**config.mk**
```make
export PLATFORM = sky130hd
export DESIGN_NAME = mux_arb_flat
export DESIGN_NICKNAME = d
export VERILOG_FILES = /design/src/rtl/mux_arb_if.sv /design/src/rtl/mux_arb.sv /design/src/flat_wrapper.sv
export SDC_FILE = /design/constraint.sdc
export NUM_CORES = 1
export LEC_CHECK = 0
export CAP_MARGIN = 0
export CORE_MARGIN = 2
export CORE_UTILIZATION = 40
export DETAILED_ROUTE_END_ITERATION = 6
export MAX_ROUTING_LAYER = met4
export PLACE_DENSITY = 0.76
export SYNTH_ARGS = -nofsm -noshare
export SYNTH_HDL_FRONTEND = slang
export SYNTH_SLANG_ARGS = --single-unit
```
**constraint.sdc**
```tcl
create_clock -name clk -period 3.2 [get_ports clk]
set_input_delay 0.32 -clock clk [delete_from_list [all_inputs] [get_ports clk]]
set_output_delay 0.32 -clock clk [all_outputs]
set_load 0.005 [all_outputs]
```
**src/rtl/mux_arb_if.sv**
```systemverilog
// Bundle of the two requester ports and the shared selector outputs of mux_arb.
interface mux_arb_if #(
  parameter int unsigned DW = 8
);
  logic          req_a;
  logic          req_b;
  logic [DW-1:0] a;
  logic [DW-1:0] b;
  logic          last_a;
  logic          last_b;
  logic          gnt_a;
  logic          gnt_b;
  logic          sel;
  logic [DW-1:0] y;
  logic          y_vld;
  logic          busy;

  modport master (
    output req_a, req_b, a, b, last_a, last_b,
    input  gnt_a, gnt_b, sel, y, y_vld, busy
  );

  modport slave (
    input  req_a, req_b, a, b, last_a, last_b,
    output gnt_a, gnt_b, sel, y, y_vld, busy
  );
endinterface

```
**src/rtl/mux_arb.sv**
```systemverilog
// Two-requester round-robin burst arbiter driving a registered shared selector.
// Optional macro MUX_ARB_TIMEOUT_EN: force release after MAX_HOLD beats when the other side waits.
module mux_arb #(
  parameter int unsigned DW       = 8,
  parameter int unsigned MAX_HOLD = 4
) (
  input logic       clk,
  input logic       rst_n,
  mux_arb_if.slave  bus
);

  typedef enum logic [1:0] {
    IDLE  = 2'd0,
    GNT_A = 2'd1,
    GNT_B = 2'd2
  } state_t;

  if (MAX_HOLD < 1) begin : g_bad_max_hold
    $error("mux_arb: MAX_HOLD must be at least 1");
  end

  state_t        state;
  state_t        state_d;
  logic          last_owner;    // 1: B was granted most recently
  logic          last_owner_d;
  logic          sel_d;
  logic [DW-1:0] y_d;
  logic          y_vld_d;
  logic          granted;
  logic          own_req;
  logic          own_last;
  logic          oth_req;
  logic [DW-1:0] own_data;
  logic          tmo;

`ifdef MUX_ARB_TIMEOUT_EN
  localparam int unsigned CW = $clog2(MAX_HOLD + 1);
  logic [CW-1:0] hold;
  logic [CW-1:0] hold_d;

  // Counter sits at MAX_HOLD-1 before the beat that reaches MAX_HOLD
  assign tmo = own_req && oth_req && (hold >= CW'(MAX_HOLD - 1));
`else
  assign tmo = 1'b0;
`endif

  // Next state, selector and data path
  always_comb begin
    state_d      = state;
    last_owner_d = last_owner;
    sel_d        = bus.sel;
    y_d          = bus.y;
    y_vld_d      = 1'b0;
    granted      = 1'b0;
    own_req      = 1'b0;
    own_last     = 1'b0;
    oth_req      = 1'b0;
    own_data     = bus.a;
`ifdef MUX_ARB_TIMEOUT_EN
    hold_d       = hold;
`endif

    unique case (state)
      IDLE: begin
        if (bus.req_a && (!bus.req_b || last_owner)) begin
          state_d = GNT_A;
        end else if (bus.req_b) begin
          state_d = GNT_B;
        end
      end
      GNT_A: begin
        granted  = 1'b1;
        own_req  = bus.req_a;
        own_last = bus.last_a;
        oth_req  = bus.req_b;
        own_data = bus.a;
      end
      GNT_B: begin
        granted  = 1'b1;
        own_req  = bus.req_b;
        own_last = bus.last_b;
        oth_req  = bus.req_a;
        own_data = bus.b;
      end
      default: state_d = IDLE;
    endcase

    if (granted) begin
      if (own_req) begin
        y_d     = own_data;
        y_vld_d = 1'b1;
`ifdef MUX_ARB_TIMEOUT_EN
        if (hold != CW'(MAX_HOLD)) begin
          hold_d = hold + CW'(1);
        end
`endif
      end
      // Abort (req dropped), last beat, or forced release; hand straight over if the other side waits
      if (!own_req || own_last || tmo) begin
        if (oth_req) begin
          state_d = (state == GNT_A) ? GNT_B : GNT_A;
        end else begin
          state_d = IDLE;
        end
      end
    end

    if ((state_d != state) && (state_d != IDLE)) begin
      last_owner_d = (state_d == GNT_B);
      sel_d        = (state_d == GNT_B);
`ifdef MUX_ARB_TIMEOUT_EN
      hold_d       = '0;
`endif
    end
  end

  // State and registered outputs
  always_ff @(posedge clk or negedge rst_n) begin
    if (!rst_n) begin
      state      <= IDLE;
      last_owner <= 1'b1;
      bus.gnt_a  <= 1'b0;
      bus.gnt_b  <= 1'b0;
      bus.busy   <= 1'b0;
      bus.sel    <= 1'b0;
      bus.y      <= '0;
      bus.y_vld  <= 1'b0;
    end else begin
      state      <= state_d;
      last_owner <= last_owner_d;
      bus.gnt_a  <= (state_d == GNT_A);
      bus.gnt_b  <= (state_d == GNT_B);
      bus.busy   <= (state_d != IDLE);
      bus.sel    <= sel_d;
      bus.y      <= y_d;
      bus.y_vld  <= y_vld_d;
    end
  end

`ifdef MUX_ARB_TIMEOUT_EN
  always_ff @(posedge clk or negedge rst_n) begin
    if (!rst_n) begin
      hold <= '0;
    end else begin
      hold <= hold_d;
    end
  end
`endif

endmodule

```
**src/flat_wrapper.sv**
```systemverilog
// flat-port wrapper written by rule: the top's interface ports become plain ports
module mux_arb_flat 
#(
  parameter int unsigned DW       = 8,
  parameter int unsigned MAX_HOLD = 4
)
  (clk, rst_n, bus_req_a, bus_req_b, bus_a, bus_b, bus_last_a, bus_last_b, bus_gnt_a, bus_gnt_b, bus_sel, bus_y, bus_y_vld, bus_busy);
  mux_arb_if #(.DW(DW)) bus_i ();
  input logic clk;
  input logic rst_n;
  input wire logic [$bits(bus_i.req_a)-1:0] bus_req_a;
  input wire logic [$bits(bus_i.req_b)-1:0] bus_req_b;
  input wire logic [$bits(bus_i.a)-1:0] bus_a;
  input wire logic [$bits(bus_i.b)-1:0] bus_b;
  input wire logic [$bits(bus_i.last_a)-1:0] bus_last_a;
  input wire logic [$bits(bus_i.last_b)-1:0] bus_last_b;
  output wire logic [$bits(bus_i.gnt_a)-1:0] bus_gnt_a;
  output wire logic [$bits(bus_i.gnt_b)-1:0] bus_gnt_b;
  output wire logic [$bits(bus_i.sel)-1:0] bus_sel;
  output wire logic [$bits(bus_i.y)-1:0] bus_y;
  output wire logic [$bits(bus_i.y_vld)-1:0] bus_y_vld;
  output wire logic [$bits(bus_i.busy)-1:0] bus_busy;
  assign bus_i.req_a = bus_req_a;
  assign bus_i.req_b = bus_req_b;
  assign bus_i.a = bus_a;
  assign bus_i.b = bus_b;
  assign bus_i.last_a = bus_last_a;
  assign bus_i.last_b = bus_last_b;
  assign bus_gnt_a = bus_i.gnt_a;
  assign bus_gnt_b = bus_i.gnt_b;
  assign bus_sel = bus_i.sel;
  assign bus_y = bus_i.y;
  assign bus_y_vld = bus_i.y_vld;
  assign bus_busy = bus_i.busy;
  mux_arb #(.DW(DW), .MAX_HOLD(MAX_HOLD)) u_core (.clk(clk), .rst_n(rst_n), .bus(bus_i));
endmodule
```
==> run summary <==
The worst slew margin relative to its limit came out at 53.7%. The met2 usage came out at 29.6%. In this run the core area contains 16 standard-cell rows.

0 antenna diodes ended up in the layout. The sequential cells in the finished layout cover a total of 402 sq um. The peak supply drop came out at 0.000408 V. The distinct cell type count of the synthesized netlist is 28. The overall overflow remaining after global route is 0. Routability-driven placement finished with a final weighted congestion of 0.979. The worst path uses 80.8% of the clock period. The number of nets in the final layout is 145. The clock tree from TritonCTS is done. The CTS buffer count came out at 3. The number of cells on the worst reg-to-reg path came out at 7. The area share of the largest cell type after synthesis came out at 44.4%.

The share of async-settable or async-resettable flops after synthesis came out at 100%. The layer flagged by global routing as most heavily used is met2. Setup repair after global routing left no endpoint under its margin. The number of antenna-violating nets in the routed design came out at 0. The total placed cells including tap cells came out at 142. In this run, synthesis inferred 0 flip-flops with an integrated enable. The overall fraction of global-route tracks in use came out at 17.2%. The initial utilization of the core area, before any placement, comes to 42.6%.

In this run the static leakage power is 0.553 nW. The maximum frequency from static timing analysis came out at 387 MHz. The per-cell routed wire length came out at 12.5 um. The top-level I/O count came out at 35.

The worst register-to-register path ends at u_core.bus.sel$_DFFE_PN0P_. The number of antenna violations at the first check in global routing came out at 0. The final cell count without fillers is 146.

After synthesis, the cell types taking the most area are dfrtp_1 (44%), mux2i_1 (12%), nand2_1 (6.2%). The run finished with clean final reports. From bottom edge to top edge, the die measures 50.0 um. In the global route stage, met1 resource usage came out at roughly 18%. The largest clock skew in the final design came out at 0.00276 ns. The final routed wirelength across all metal layers came out at 1.82 mm.

The clock tree root buffer cell is clkbuf_4. The maximum net fanout on the critical path came out at 13. Data on the critical path arrives at its endpoint at 2.77 ns. The clock insertion delay at the later pin of the skew report came out at 0.30 ns. The final hold slack is about 0.43 ns. The synthesized netlist net count is 108. The tree built by TritonCTS fans out to 16 sinks. The cell taking the most area after synthesis is dfrtp_1.

The max-slew violation count was 0. In the final layout, the multi-input gates occupy 412 sq um. For flop-to-flop paths, the worst setup slack is 0.61 ns. The most used flip-flop cell after synthesis is dfrtp_1. The startpoint identified for the worst register-to-register timing path is u_core.state[0]$_DFF_PN0_. After routing, the total negative slack on setup checks comes to 0 ns. The detailed-route via count is roughly 760. The detailed router's first-iteration violation count is 1. In the routed design, unresolved DRC markers number 0. For met3 alone, demand over resource in global routing was 3.03%.

In this run the number of H-tree levels came out at 1. The path class of the tightest hold or removal check is primary input to asynchronous set/reset pin. For the finished layout, the period the worst path requires is approximately 2.6 ns.

The sequential share of the synthesized area came out at a little under half. For this design the ratio of total power to cell area is 821 mW/mm^2. The number of port buffers is 34. The maximum number of pins on one net before global-route repair is 18. The post-synthesis cell area is 845 sq um. The number of global-route vias before repair is 729. Dividing the detail-routed via count by the number of cells gives 5.17. Across the run, the number of max-cap violations was 0.

The count of filler cells inserted in the layout came out at 162. For the pin with the worst max-slew slack, the measured transition is 0.692 ns. The area growth from synthesis to layout came out at 47.6%. In this run the standard cell core region covers about 0.0020 sq mm. The average footprint of a synthesized cell came out at roughly 10 sq um. After clock tree synthesis, the clock-pin slew on the worst setup and hold paths is roughly 0.090 ns. The flip-flop and latch count after synthesis is 16.

The total count of hold-check failures in the final report came out at 0. The post-CTS resize count is 0. The global-route wire length before repair is 3.17 mm. STA classifies the critical path startpoint as a register.

The number of setup violations in the final report came out at 0. The number of hold buffers added after CTS was 0. The fraction of final layout cells with drive strength greater than 1 is ~7.6%. The number of iterations in the first detailed-routing pass is 4. In this run the horizontal extent of the chip is 50.0 um. The synthesized netlist cell count came out at 83. The deepest clock path buffer count is 2.

The post-CTS setup buffer count is 0. The required time reported for the critical path endpoint is roughly 3.4 ns. The area of the die came out at 0.00250 sq mm. STA classifies the critical path endpoint as a register. The worst setup path is of the register to register kind. The HPWL after detailed placement is 1.43 mm.

The number of warnings issued by yosys is 0.
-- routing by layer --
metal	wire (um)	share of wire, %	vias to the layer above
li1	-	-	366
met1	770	42	355
met2	899	49	28
met3	105	5.8	6
met4	48	2.6	0
met5	0	0	-
-- per-stage QoR --
stage	area (sq um)	setup slack [ns]	util [%]	total power, mW
finish	1250	0.614	62.9	1.02
global placement	1210	0.696	61.0	0.877
floorplan	845	1.14	-	0.661
global route	1250	0.367	62.9	1.11
detailed placement	1210	0.613	61.0	0.895
CTS	1250	0.598	62.9	1.03
-- worst max path at each step --
stage	start	to	slack, ns	cells after the start
finish	u_core.state[0]$_DFF_PN0_	u_core.bus.sel$_DFFE_PN0P_	0.61	7
global route	u_core.state[0]$_DFF_PN0_	u_core.bus.sel$_DFFE_PN0P_	0.37	8
CTS	u_core.state[0]$_DFF_PN0_	u_core.bus.sel$_DFFE_PN0P_	0.60	7
detailed placement	u_core.state[0]$_DFF_PN0_	u_core.bus.sel$_DFFE_PN0P_	0.61	7
global placement	u_core.state[0]$_DFF_PN0_	u_core.bus.sel$_DFFE_PN0P_	0.70	7
floorplan	u_core.state[0]$_DFF_PN0_	u_core.bus.sel$_DFFE_PN0P_	1.14	7
-- logic make-up (layout without fill, tap and decap cells) --
group                      after synthesis  count (layout)  synth area share, %
adders and majority gates                3               3                 4.44
AOI/OAI and AO/OA                       20              20                 17.2
buffers and inverters                    8              44                 3.70
muxes                                   10              10                 11.9
and+or+nand+nor                         26              26                 15.3
DFF                                     16              16                 47.6
-- cells in the mapped netlist, types with 2 or more instances --
| cell | instances |
|---|---|
| nor2b_1 | 3 |
| a21oi_1 | 2 |
| dfrtp_1 | 15 |
| inv_1 | 6 |
| ha_1 | 3 |
| mux2i_1 | 10 |
| o21ai_0 | 8 |
| nand2_1 | 14 |
| nor2_1 | 2 |
| a311oi_1 | 2 |
-- state kept, by name (all words and copies together), names as in the netlist --
register / count
u_core.bus.y: 8
u_core.state: 2
u_core.bus.busy: 1
u_core.bus.gnt_a: 1
u_core.bus.gnt_b: 1
u_core.bus.sel: 1
u_core.bus.y_vld: 1
u_core.last_owner: 1
-- placed cells by master, fill, tap and decap left out, drive strengths merged --
cell,Yosys,routed
a211oi,2,2
a21oi,2,2
a221o,1,1
a22o,1,1
a311oi,2,2
a41o,1,1
and2,1,1
and3,1,1
and4bb,1,1
clkbuf,1,4
clkdlybuf4s50,0,34
dfrtp,15,15
dfstp,1,1
ha,3,3
inv,6,6
mux2i,10,10
nand2,14,14
nand2b,1,1
nand3,1,1
nor2,2,2
nor2b,3,3
nor3,1,1
o21ai,8,8
o21bai,1,1
o22ai,1,1
o31ai,1,1
or2,1,1
-- critical path, stage by stage, from the launching register on --
cell      delay, ns
dfrtp_1        0.48
inv_1          0.12
ha_1           0.55
a21oi_1        0.21
a211oi_4       0.43
a211oi_1       0.11
or2_1          0.24
a221o_1        0.35
-- where the power goes --
group          internal [mW]  switching (mW)
combinational          0.289           0.245
sequential             0.296          0.0566
clock                 0.0695          0.0670
-- area by class of cell --
type | count | share of cell area [%]
Clock buffer | 4 | 2.91
Inverter | 6 | 1.81
Multi-Input combinational cell | 59 | 33.0
Sequential cell | 16 | 32.2
Tap cell | 27 | 2.71
Timing Repair Buffer | 34 | 27.3
No activity file was read; power rests on OpenSTA's default activity.
